**src/rtl/zl_puncturer.sv**
```systemverilog
// DVB-S puncturer: deletes rate-1/2 encoder bits per the selected code rate and repacks survivors into I/Q pairs.
// One-cycle latency through a single output register; input stalls only while a held output is not taken.
module zl_puncturer (
  input  logic       clk,
  input  logic       rst_n,
  input  logic [2:0] rate_sel,
  input  logic       data_in_i,
  input  logic       data_in_q,
  input  logic       data_in_req,
  output logic       data_in_ack,
  output logic       data_out_i,
  output logic       data_out_q,
  output logic       data_out_req,
  input  logic       data_out_ack
);

  typedef enum logic [2:0] {
    R12 = 3'd0,
    R23 = 3'd1,
    R34 = 3'd2,
    R56 = 3'd3,
    R78 = 3'd4
  } rate_t;

  rate_t      rate_q;
  rate_t      rate_eff;
  logic [2:0] phase;
  logic [2:0] phase_nxt;
  logic [2:0] period;
  logic [6:0] mask_x;
  logic [6:0] mask_y;
  logic       keep_x;
  logic       keep_y;
  logic       keep_both;
  logic       first_bit;
  logic       produce;
  logic       accept;
  logic       pend_valid;
  logic       pend_bit;
  logic       pend_valid_nxt;
  logic       pend_bit_nxt;
  logic       out_i_nxt;
  logic       out_q_nxt;

  assign data_in_ack = !data_out_req || data_out_ack;
  assign accept      = data_in_req && data_in_ack;

  // The rate is sampled only at a period start so a period is never mixed.
  always_comb begin
    rate_eff = rate_q;
    if (phase == 3'd0) begin
      case (rate_sel)
        3'd1:    rate_eff = R23;
        3'd2:    rate_eff = R34;
        3'd3:    rate_eff = R56;
        3'd4:    rate_eff = R78;
        default: rate_eff = R12;
      endcase
    end
  end

  // Masks are stored LSB = first phase of the period.
  always_comb begin
    period = 3'd1;
    mask_x = 7'b0000001;
    mask_y = 7'b0000001;
    case (rate_eff)
      R23: begin period = 3'd4; mask_x = 7'b0000101; mask_y = 7'b0001111; end
      R34: begin period = 3'd3; mask_x = 7'b0000101; mask_y = 7'b0000011; end
      R56: begin period = 3'd5; mask_x = 7'b0010101; mask_y = 7'b0001011; end
      R78: begin period = 3'd7; mask_x = 7'b1010001; mask_y = 7'b0101111; end
      default: begin period = 3'd1; mask_x = 7'b0000001; mask_y = 7'b0000001; end
    endcase
  end

  always_comb begin
    keep_x    = mask_x[phase];
    keep_y    = mask_y[phase];
    keep_both = keep_x && keep_y;
    first_bit = keep_x ? data_in_i : data_in_q;
    phase_nxt = (phase == period - 3'd1) ? 3'd0 : phase + 3'd1;
  end

  // A pending bit always leads the next pair; a single kept bit with nothing pending waits.
  always_comb begin
    produce        = pend_valid || keep_both;
    out_i_nxt      = pend_valid ? pend_bit : data_in_i;
    out_q_nxt      = pend_valid ? first_bit : data_in_q;
    pend_valid_nxt = pend_valid ? keep_both : !keep_both;
    pend_bit_nxt   = pend_valid ? data_in_q : first_bit;
  end

  always_ff @(posedge clk or negedge rst_n) begin
    if (!rst_n) begin
      phase        <= 3'd0;
      rate_q       <= R12;
      pend_valid   <= 1'b0;
      pend_bit     <= 1'b0;
      data_out_req <= 1'b0;
      data_out_i   <= 1'b0;
      data_out_q   <= 1'b0;
    end else begin
      if (accept) begin
        phase      <= phase_nxt;
        pend_valid <= pend_valid_nxt;
        pend_bit   <= pend_bit_nxt;
        if (phase == 3'd0) begin
          rate_q <= rate_eff;
        end
      end
      if (accept && produce) begin
        data_out_req <= 1'b1;
        data_out_i   <= out_i_nxt;
        data_out_q   <= out_q_nxt;
      end else if (data_out_ack) begin
        data_out_req <= 1'b0;
      end
    end
  end

endmodule

```
**config.mk**
```make
export PLATFORM = sky130hd
export DESIGN_NAME = zl_puncturer
export DESIGN_NICKNAME = d
export VERILOG_FILES = /design/src/rtl/zl_puncturer.sv
export SDC_FILE = /design/constraint.sdc
export NUM_CORES = 1
export LEC_CHECK = 0
export BUFFER_PORTS_ARGS = -buffer_cell sky130_fd_sc_hd__buf_2
export CORE_MARGIN = 5
export CORE_UTILIZATION = 55
export DETAILED_ROUTE_END_ITERATION = 10
export PLACE_DENSITY_LB_ADDON = 0.15
export SYNTH_ARGS = -nofsm -noshare
export SYNTH_HDL_FRONTEND = slang
export SYNTH_SLANG_ARGS = --single-unit
```
**constraint.sdc**
```tcl
create_clock -name clk -period 5.46 [get_ports clk]
set_input_delay 1.638 -clock clk [delete_from_list [all_inputs] [get_ports clk]]
set_output_delay 1.638 -clock clk [all_outputs]
set_load 0.01 [all_outputs]
```
# Word-level counts from Yosys, hierarchy flattened
# Index checks and enable logic that the tools add are counted.
[word_totals] elab_cells=47 inputBits=9 ff_bits=11
[op_classes] n_addsub=2 muxes=17 n_eq_ne=9 reduce_logical=11 magnitude_cmp=1
[ops] cell="case mux 3 bit (4 select lines)" n=2
[ops] cell="case mux 6 bit (4 select lines)" n=1
[ops] cell="case mux 7 bit (3 select lines)" n=1
[ops] cell="== test 3 x 2 -> 1 bit (second input constant)" n=4
[ops] cell="two-way mux 1 bit" n=9
[ops] cell="binary-select mux 1 bit (select 3 bit)" n=2
[ops] cell="== test 3 x 1 -> 1 bit (second input constant)" n=2
[ops] cell="== test 3 bit (second input constant)" n=2
[ops] cell="two-way mux 3 bit" n=2
[ops] cell="less-than comparator 3 x 4 -> 1 bit (second input constant)" n=1
[ops] cell="adder 3 x 1 -> 3 bit (second input constant)" n=1
[ops] cell="== test 3 bit" n=1
[ops] cell="logical AND 1 bit" n=3
[ops] cell="logical NOT 3 bit" n=1
[ops] cell="subtractor 3 x 1 -> 3 bit (second input constant)" n=1
[ops] cell="logical NOT 1 bit" n=2
[ops] cell="logical OR 1 bit" n=2
[ops] cell="AND reduction 2 bit" n=1
[ops] cell="nonzero test 2 bit" n=1
[ops] cell="OR reduction 2 bit" n=1

# Depth between registers and ports, before layout
# Gate-level depths: netlist of the first run.
[depth] depth_word=12 mapped_depth=11 depth_no_buf=11

# Worst setup path after synthesis of the first run
# OpenSTA, ideal clock, no wires.
[synth_timing] path_type="input port to flip-flop" startpoint="input rate_sel[2]" endpoint="register phase[2]" setup_time_ns=0.122 setup_slack_ns=1.980 t_arrival_ns=3.358 path_stages=9 path_buffers=0 cell_sequence="and2b_1 mux2_4 xnor2_1 nand2b_1 ha_1 xor2_1 or4b_4 a211oi_2 nor2_1"
[synth_between] elab_chain_cells=8
[synth_rtl] item="from (decl)" line="6" rtl="input logic [2:0] rate_sel,"
[synth_rtl] item="== test 3 bit (tied with other cells)" line="52" rtl="case (rate_sel)"
[synth_rtl] item="case mux 3 bit (4 select lines) *" line="52"
[synth_rtl] item="two-way mux 3 bit *" line="51" rtl="if (phase == 3'd0) begin"
[synth_rtl] item="== test 3 bit (tied with other cells)" line="67" rtl="case (rate_eff)"
[synth_rtl] item="case mux 3 bit (4 select lines) *" line="67"
[synth_rtl] item="subtractor 3 x 1 -> 3 bit *" line="81" rtl="phase_nxt = (phase == period - 3'd1) ? 3'd0 : phase + 3'd1;"
[synth_rtl] item="== test 3 bit *" line="81"
[synth_rtl] item="two-way mux 3 bit *" line="81"
[synth_rtl] item="to (signal assigned)" line="104" rtl="phase <= phase_nxt;"
[synth_rtl] item="to (decl)" line="27" rtl="logic [2:0] phase;"
# Mark *: on every way between the ends. The rest lies on a longest branch, timed or not.
# A chain may end at the register's enable or synchronous reset.

# Worst setup path after layout of the first run
[layout_timing] startpoint="input data_out_ack" endpoint="output data_in_ack"
[layout_between] elab_chain_cells=1
[layout_rtl] item="from (decl)" line="14" rtl="input logic data_out_ack"
[layout_rtl] item="logical OR 1 bit" line="45" rtl="assign data_in_ack = !data_out_req || data_out_ack;"
[layout_rtl] item="to (decl)" line="10" rtl="output logic data_in_ack,"
# No other way between the ends.

==> impl_metrics.toml, run 1 <==
[run_status]
status = "finished clean"

[global_route]
antenna_found_initial = 0
grt_pass1_vias = 581
grt_pass1_wl_mm = 2.39
grt_usage_pct = 15.2
grt_start_max_net_pins = 12
grt_overflow = 0

[sta]
setup_viol = 0
grt_setup_unrepaired = "false"
skew_ns = 0.00950
finalHoldViolations = 0
min_period_ns = 3.68
tns_ns = 0
tightest_slew_ns = 0.367
fmax_mhz = 272
period_share_pct = 67.4
maxSlewHeadroom_pct = 74.8
maxSlewViolCount = 0

[synth]
synth_fp_nets = 98
synth_area_leaders = "dfrtp_1 (35%), ha_1 (6.3%), mux2i_1 (6.3%)"
synthFlopType = "dfrtp_1"
synth_largest_area_cell = "dfrtp_1"
ys_warn_count = 0
synth_edf_count = 0
synthArstFlopShare_pct = 100
avgSynthCellArea_um2 = 9.33
syn_area_um2 = 793
synth_cell_types = 33
ys_ff_latch = 11
syn_inst = 85
yosys.area.top_type_share_pct = 34.7
ys_seq_area_share_pct = 34.7

[critical_path]
path_delay_family = "buffers and inverters"
crit_path_end_kind = "primary output"
cp.buffers_inverters = 2
cpPeakStageDelay_ns = 0.16
path_max_fanout = 4
cp_cell_sequence = "buf_2 -> nand2b_1 -> buf_2"
cpMostUsedCell = "buf_2"
worst-r2r-cell-count = 11
arrival_ns = 2.04
slowest_stage = "nand2b_1"
crit_required_ns = 3.82
path_class = "in -> out"
worst-path-stages = 3
critPathLaunchType = "input port"

[placed_design]
io_buffers = 12
place_hpwl_mm = 1.20
place.gp.congestion = 0.737
place_inst = 110
dpl_cell_area_um2 = 857

[layout]
final_cell_area_um2 = 883
instances_no_fill = 114
num-nets-final = 113
fillers = 128
layout-drive-gt1-share_pct = 22.2
antennaDiodeCount = 0
area_growth_pct = 11.4

[routing]
antenna_left = 0
vias = 672
post_drt_wl_per_cell_um = 13.1
met1_length_um = 681
viasPerCell = 5.89
routed_wl_mm = 1.50
wl_met3_um = 109
first_iter_violations = 17
drc = 0
top_layer = "met3"
wl_met2_um = 705
drt_pre_antenna_iters = 4

[floorplan]
initial_core_util_pct = 59.5
die_h_um = 48.0
io_pins = 13
row_count = 13
dieArea_mm2 = 0.00230
die_w_um = 48.0
coreArea_mm2 = 0.00133

[power]
peakVddDrop_uv = 272
pwr_density_cell_mw_per_mm2 = 624
total_leakage_power_nw = 0.407

[clocking]
htree_levels = 1
post_cts_resized = 0
cts_root_buf = "clkbuf_4"
clk_pin_slew_ns = 0.07
cts_setup_buffers = 0
hold_buffers = 0
insertion_delay_ns = 0.27
cts_tree = "done"
cts_max_path_buffers = 2
clock-sinks = 11
cts_buffers = 3

[min_path]
hold_path.class = "reg -> reg"
whs_path_depth = 2

[job]
maxCapViolations = 0
==> worst register-to-register path: cells and delay by family (launching register included) <==
kind            cells  cell delay, ns
compound gates      1            0.19
xor+xnor            2            0.32
fa+ha+maj           2            0.40
buf+inv             1            0.16
flops               1            0.45
mux                 1            0.39
simple gates        4            0.87
==> final cells by class <==
class                           count  area [um2]  share of cell area, %
Clock buffer                        4        26.3                   2.97
Inverter                            5        18.8                   2.12
Multi-Input combinational cell     67         484                   54.8
Sequential cell                    11         275                   31.2
Tap cell                           15        18.8                   2.12
Timing Repair Buffer               12        60.1                   6.80
==> final timing paths <==
| path | from | endpoint | slack [ns] |
|---|---|---|---|
| hold reg to reg | data_out_i$_DFFE_PN0P_ | data_out_i$_DFFE_PN0P_ | 0.52 |
| setup reg to reg | phase[0]$_DFFE_PN0P_ | phase[2]$_DFFE_PN0P_ | 2.58 |
| setup / recovery | data_out_ack | data_in_ack | 1.78 |
| hold / removal | data_out_i$_DFFE_PN0P_ | data_out_i$_DFFE_PN0P_ | 0.52 |
| min in group asynchronous | rst_n | phase[1]$_DFFE_PN0P_ | 1.22 |
| max in group asynchronous | rst_n | data_out_q$_DFFE_PN0P_ | 4.02 |
==> cell usage in the layout, fill, tap and decap left out <==
| cell | n |
|---|---|
| nand2_1 | 7 |
| a21o_1 | 1 |
| nand3b_1 | 1 |
| ha_1 | 4 |
| nand4_1 | 1 |
| nand3_1 | 3 |
| nor2b_4 | 1 |
| nor4b_1 | 1 |
| nor3_2 | 1 |
| mux2_4 | 1 |
| and4bb_1 | 1 |
| o211ai_1 | 3 |
| inv_1 | 5 |
| buf_2 | 12 |
| a211oi_2 | 1 |
| clkbuf_4 | 3 |
| xnor2_1 | 2 |
| or4b_4 | 1 |
| nor2_1 | 7 |
| and2b_1 | 1 |
| a211oi_1 | 2 |
| o21ai_0 | 4 |
| o21ai_1 | 1 |
| clkbuf_1 | 1 |
| a31oi_1 | 2 |
| mux2i_1 | 5 |
| dfrtp_1 | 11 |
| and2_1 | 1 |
| a21oi_1 | 6 |
| mux2_2 | 2 |
| o221ai_1 | 1 |
| xor2_1 | 1 |
| nor3b_1 | 1 |
| nand2b_1 | 4 |
==> synthesized netlist by cell type (3+ instances only) <==
| master | instances |
|---|---|
| a21oi_1 | 6 |
| nand3_1 | 3 |
| dfrtp_1 | 11 |
| ha_1 | 4 |
| nand2b_1 | 4 |
| o211ai_1 | 3 |
| nand2_1 | 7 |
| o21ai_0 | 4 |
| mux2i_1 | 5 |
| nor2_1 | 7 |
| inv_1 | 5 |
==> flip-flops by register name, indices dropped and copies added (netlist names) <==
name	flops
data_out_i	1
data_out_q	1
data_out_req	1
pend_bit	1
pend_valid	1
phase	3
rate_q	3
==> per-layer routing <==
| layer | vias up | GRT usage (%) |
|---|---|---|
| met5 | - | 0 |
| met1 | 320 | 18.6 |
| li1 | 334 | - |
| met3 | 0 | 6.77 |
| met4 | 0 | 3.23 |
| met2 | 18 | 24.5 |
==> through the flow <==
step,util (%),worst slack (ns),power [mW],hold WS (ns)
CTS,66.2,1.78,0.555,0.528
detailed placement,64.3,1.75,0.499,0.512
global placement,64.3,1.78,0.491,0.503
finish,66.2,1.78,0.552,0.520
floorplan,-,1.98,0.434,0.495
global route,66.2,1.76,0.606,0.545
==> logic make-up (layout without fill, tap and decap cells) <==
family,Yosys count,after routing,share of synthesized area [%]
AND/OR/NAND/NOR,31,31,23.5
AO/OA/AOI/OAI,21,21,16.9
flip-flops,11,11,34.7
multiplexers,8,8,11.0
buffers and inverters,7,21,4.26
adder cells (fa/ha/maj),4,4,6.31
XOR/XNOR,3,3,3.31
==> power by group <==
part	switching, mW	internal (mW)	total [mW]
Clock	0.0253	0.0282	0.0535
Sequential	0.0460	0.120	0.166
Combinational	0.173	0.159	0.332
(Power assumes the default switching activity.)
==> inputs of run 2 (changes only) <==
- CORE_UTILIZATION: 55 -> 48
- clock period: 5.46 -> 3.05 ns (I/O delays scaled with it)
==> impl_metrics.toml, run 2 (synthesis results as in run 1) <==
[clocking]
clk_pin_slew_ns = 0.07
cts_buffers = 3
hold_buffers = 0
insertion_delay_ns = 0.27
cts_tree = "done"
cts_setup_buffers = 0
post_cts_resized = 0
htree_levels = 1
cts_max_path_buffers = 2
cts_root_buf = "clkbuf_4"
clock-sinks = 11

[min_path]
hold_path.class = "in -> async"

[power]
switching_power_mw = 0.439
seqPwrFrac_pct = 28.7
peakVddDrop_uv = 562
swShare_pct = 43.7
total_leakage_power_nw = 0.416
internal_power_mw = 0.565
clkPwrFrac_pct = 9.6
pwr-share-comb_pct = 61.7
pwr_density_cell_mw_per_mm2 = 1120

[layout]
antennaDiodeCount = 0
layout-drive-gt1-share_pct = 23.8
num-nets-final = 115
area_growth_pct = 13.4
top_regs = "phase: 3 flops, rate_q: 3 flops"
layout_common_cells = "buf_2 (12), dfrtp_1 (11), nor2_1 (7), nand2_1 (7), a21oi_1 (6)"
final_common_cell = "buf_2"

[global_route]
grt_pass1_wl_mm = 2.68
grt_usage_pct = 13.2
grt_pass1_vias = 658
grt_start_max_net_pins = 12
grt_overflow = 0
antenna_found_initial = 0

[floorplan]
initial_core_util_pct = 51.5
dieArea_mm2 = 0.00257
coreArea_mm2 = 0.00154
row_count = 14
die_w_um = 50.7
die_h_um = 50.7
io_pins = 13

[job]
maxCapViolations = 0

[critical_path]
cp_cell_sequence = "inv_1 -> ha_1 -> nor2b_4 -> mux2_4 -> xnor2_1 -> nand2b_1 -> ha_1 -> xor2_1 -> or4b_4 -> a211oi_2 -> nor2_1"
crit_required_ns = 3.21
path_delay_family = "simple AND/OR/NAND/NOR gates"
critPathLaunchType = "flip-flop"
path_class = "reg -> reg"
cp.buffers_inverters = 1
arrival_ns = 3.02
cpMostUsedCell = "ha_1"
slowest_stage = "or4b_4"
path_max_fanout = 6
crit_path_end_kind = "flip-flop"
cpPeakStageDelay_ns = 0.52

[sta]
fmax_mhz = 350
maxSlewViolCount = 0
finalHoldViolations = 0
setup_viol = 0
skew_ns = 0.00921
maxSlewHeadroom_pct = 76.4
tightest_slew_ns = 0.354
min_period_ns = 2.86
period_share_pct = 93.7
grt_setup_unrepaired = "false"
tns_ns = 0
setup_ws_ns = 0.191

[routing]
vias = 640
antenna_left = 0
viasPerCell = 5.47
first_iter_violations = 12
post_drt_wl_per_cell_um = 12.8
drt_pre_antenna_iters = 4
routed_wl_mm = 1.50
drc = 0

[placed_design]
place_hpwl_mm = 1.19
place.gp.congestion = 0.831
io_buffers = 12
post-place-ws_ns = 0.0796

[run_status]
status = "finished clean"
-- run 2: cell types whose count changed in the layout (fill, tap and decap cells not counted), sizes merged --
cell,previous run,this run
buf,12,14
-- run 2: cell type report --
class | count | area, um2
multi-input cells | 67 | 484
well taps | 16 | 20.0
repair buffers | 14 | 75.1
flip-flops and latches | 11 | 275
inverters | 5 | 18.8
clock buffers | 4 | 26.3
fillers | 150 | 642
-- run 2: per-stage QoR --
stage | hold slack [ns] | cell area [um2] | util, % | std cells | total power, mW
6_report | 0.498 | 900 | 58.4 | 117 | 1.00
5_1_grt | 0.506 | 900 | 58.4 | 117 | 1.11
3_3_place_gp | 0.505 | 873 | 56.7 | 113 | 0.900
4_1_cts | 0.501 | 900 | 58.4 | 117 | 1.01
3_5_place_dp | 0.522 | 873 | 56.7 | 113 | 0.914
2_1_floorplan | 0.495 | 793 | - | 85 | 0.777
-- run 2: power groups by stage --
stage / logic, mW / clock network (mW) / registers [mW]
floorplan: 0.496 / 0 / 0.281
global placement: 0.611 / 0 / 0.289
detailed placement: 0.621 / 0 / 0.293
CTS: 0.623 / 0.0996 / 0.290
global route: 0.698 / 0.111 / 0.303
finish: 0.619 / 0.0964 / 0.288
-- run 2: final timing paths --
kind / from / end / slack [ns] / cells after the start
max: phase[0]$_DFFE_PN0P_ / phase[2]$_DFFE_PN0P_ / 0.19 / 11
min: rst_n / phase[1]$_DFFE_PN0P_ / 0.50 / 1
max reg2reg: phase[0]$_DFFE_PN0P_ / phase[2]$_DFFE_PN0P_ / 0.19 / 11
min reg2reg: data_out_i$_DFFE_PN0P_ / data_out_i$_DFFE_PN0P_ / 0.53 / 2
max in group asynchronous: rst_n / data_out_q$_DFFE_PN0P_ / 2.34 / 1
min in group clk: data_out_i$_DFFE_PN0P_ / data_out_i$_DFFE_PN0P_ / 0.53 / 2
-- run 2: layer usage --
metal	vias up	GRT usage (%)	wire [um]
met3	0	5.92	92
met1	289	15.1	713
met4	0	1.28	0
li1	339	-	-
met5	-	0	0
met2	12	23.3	692
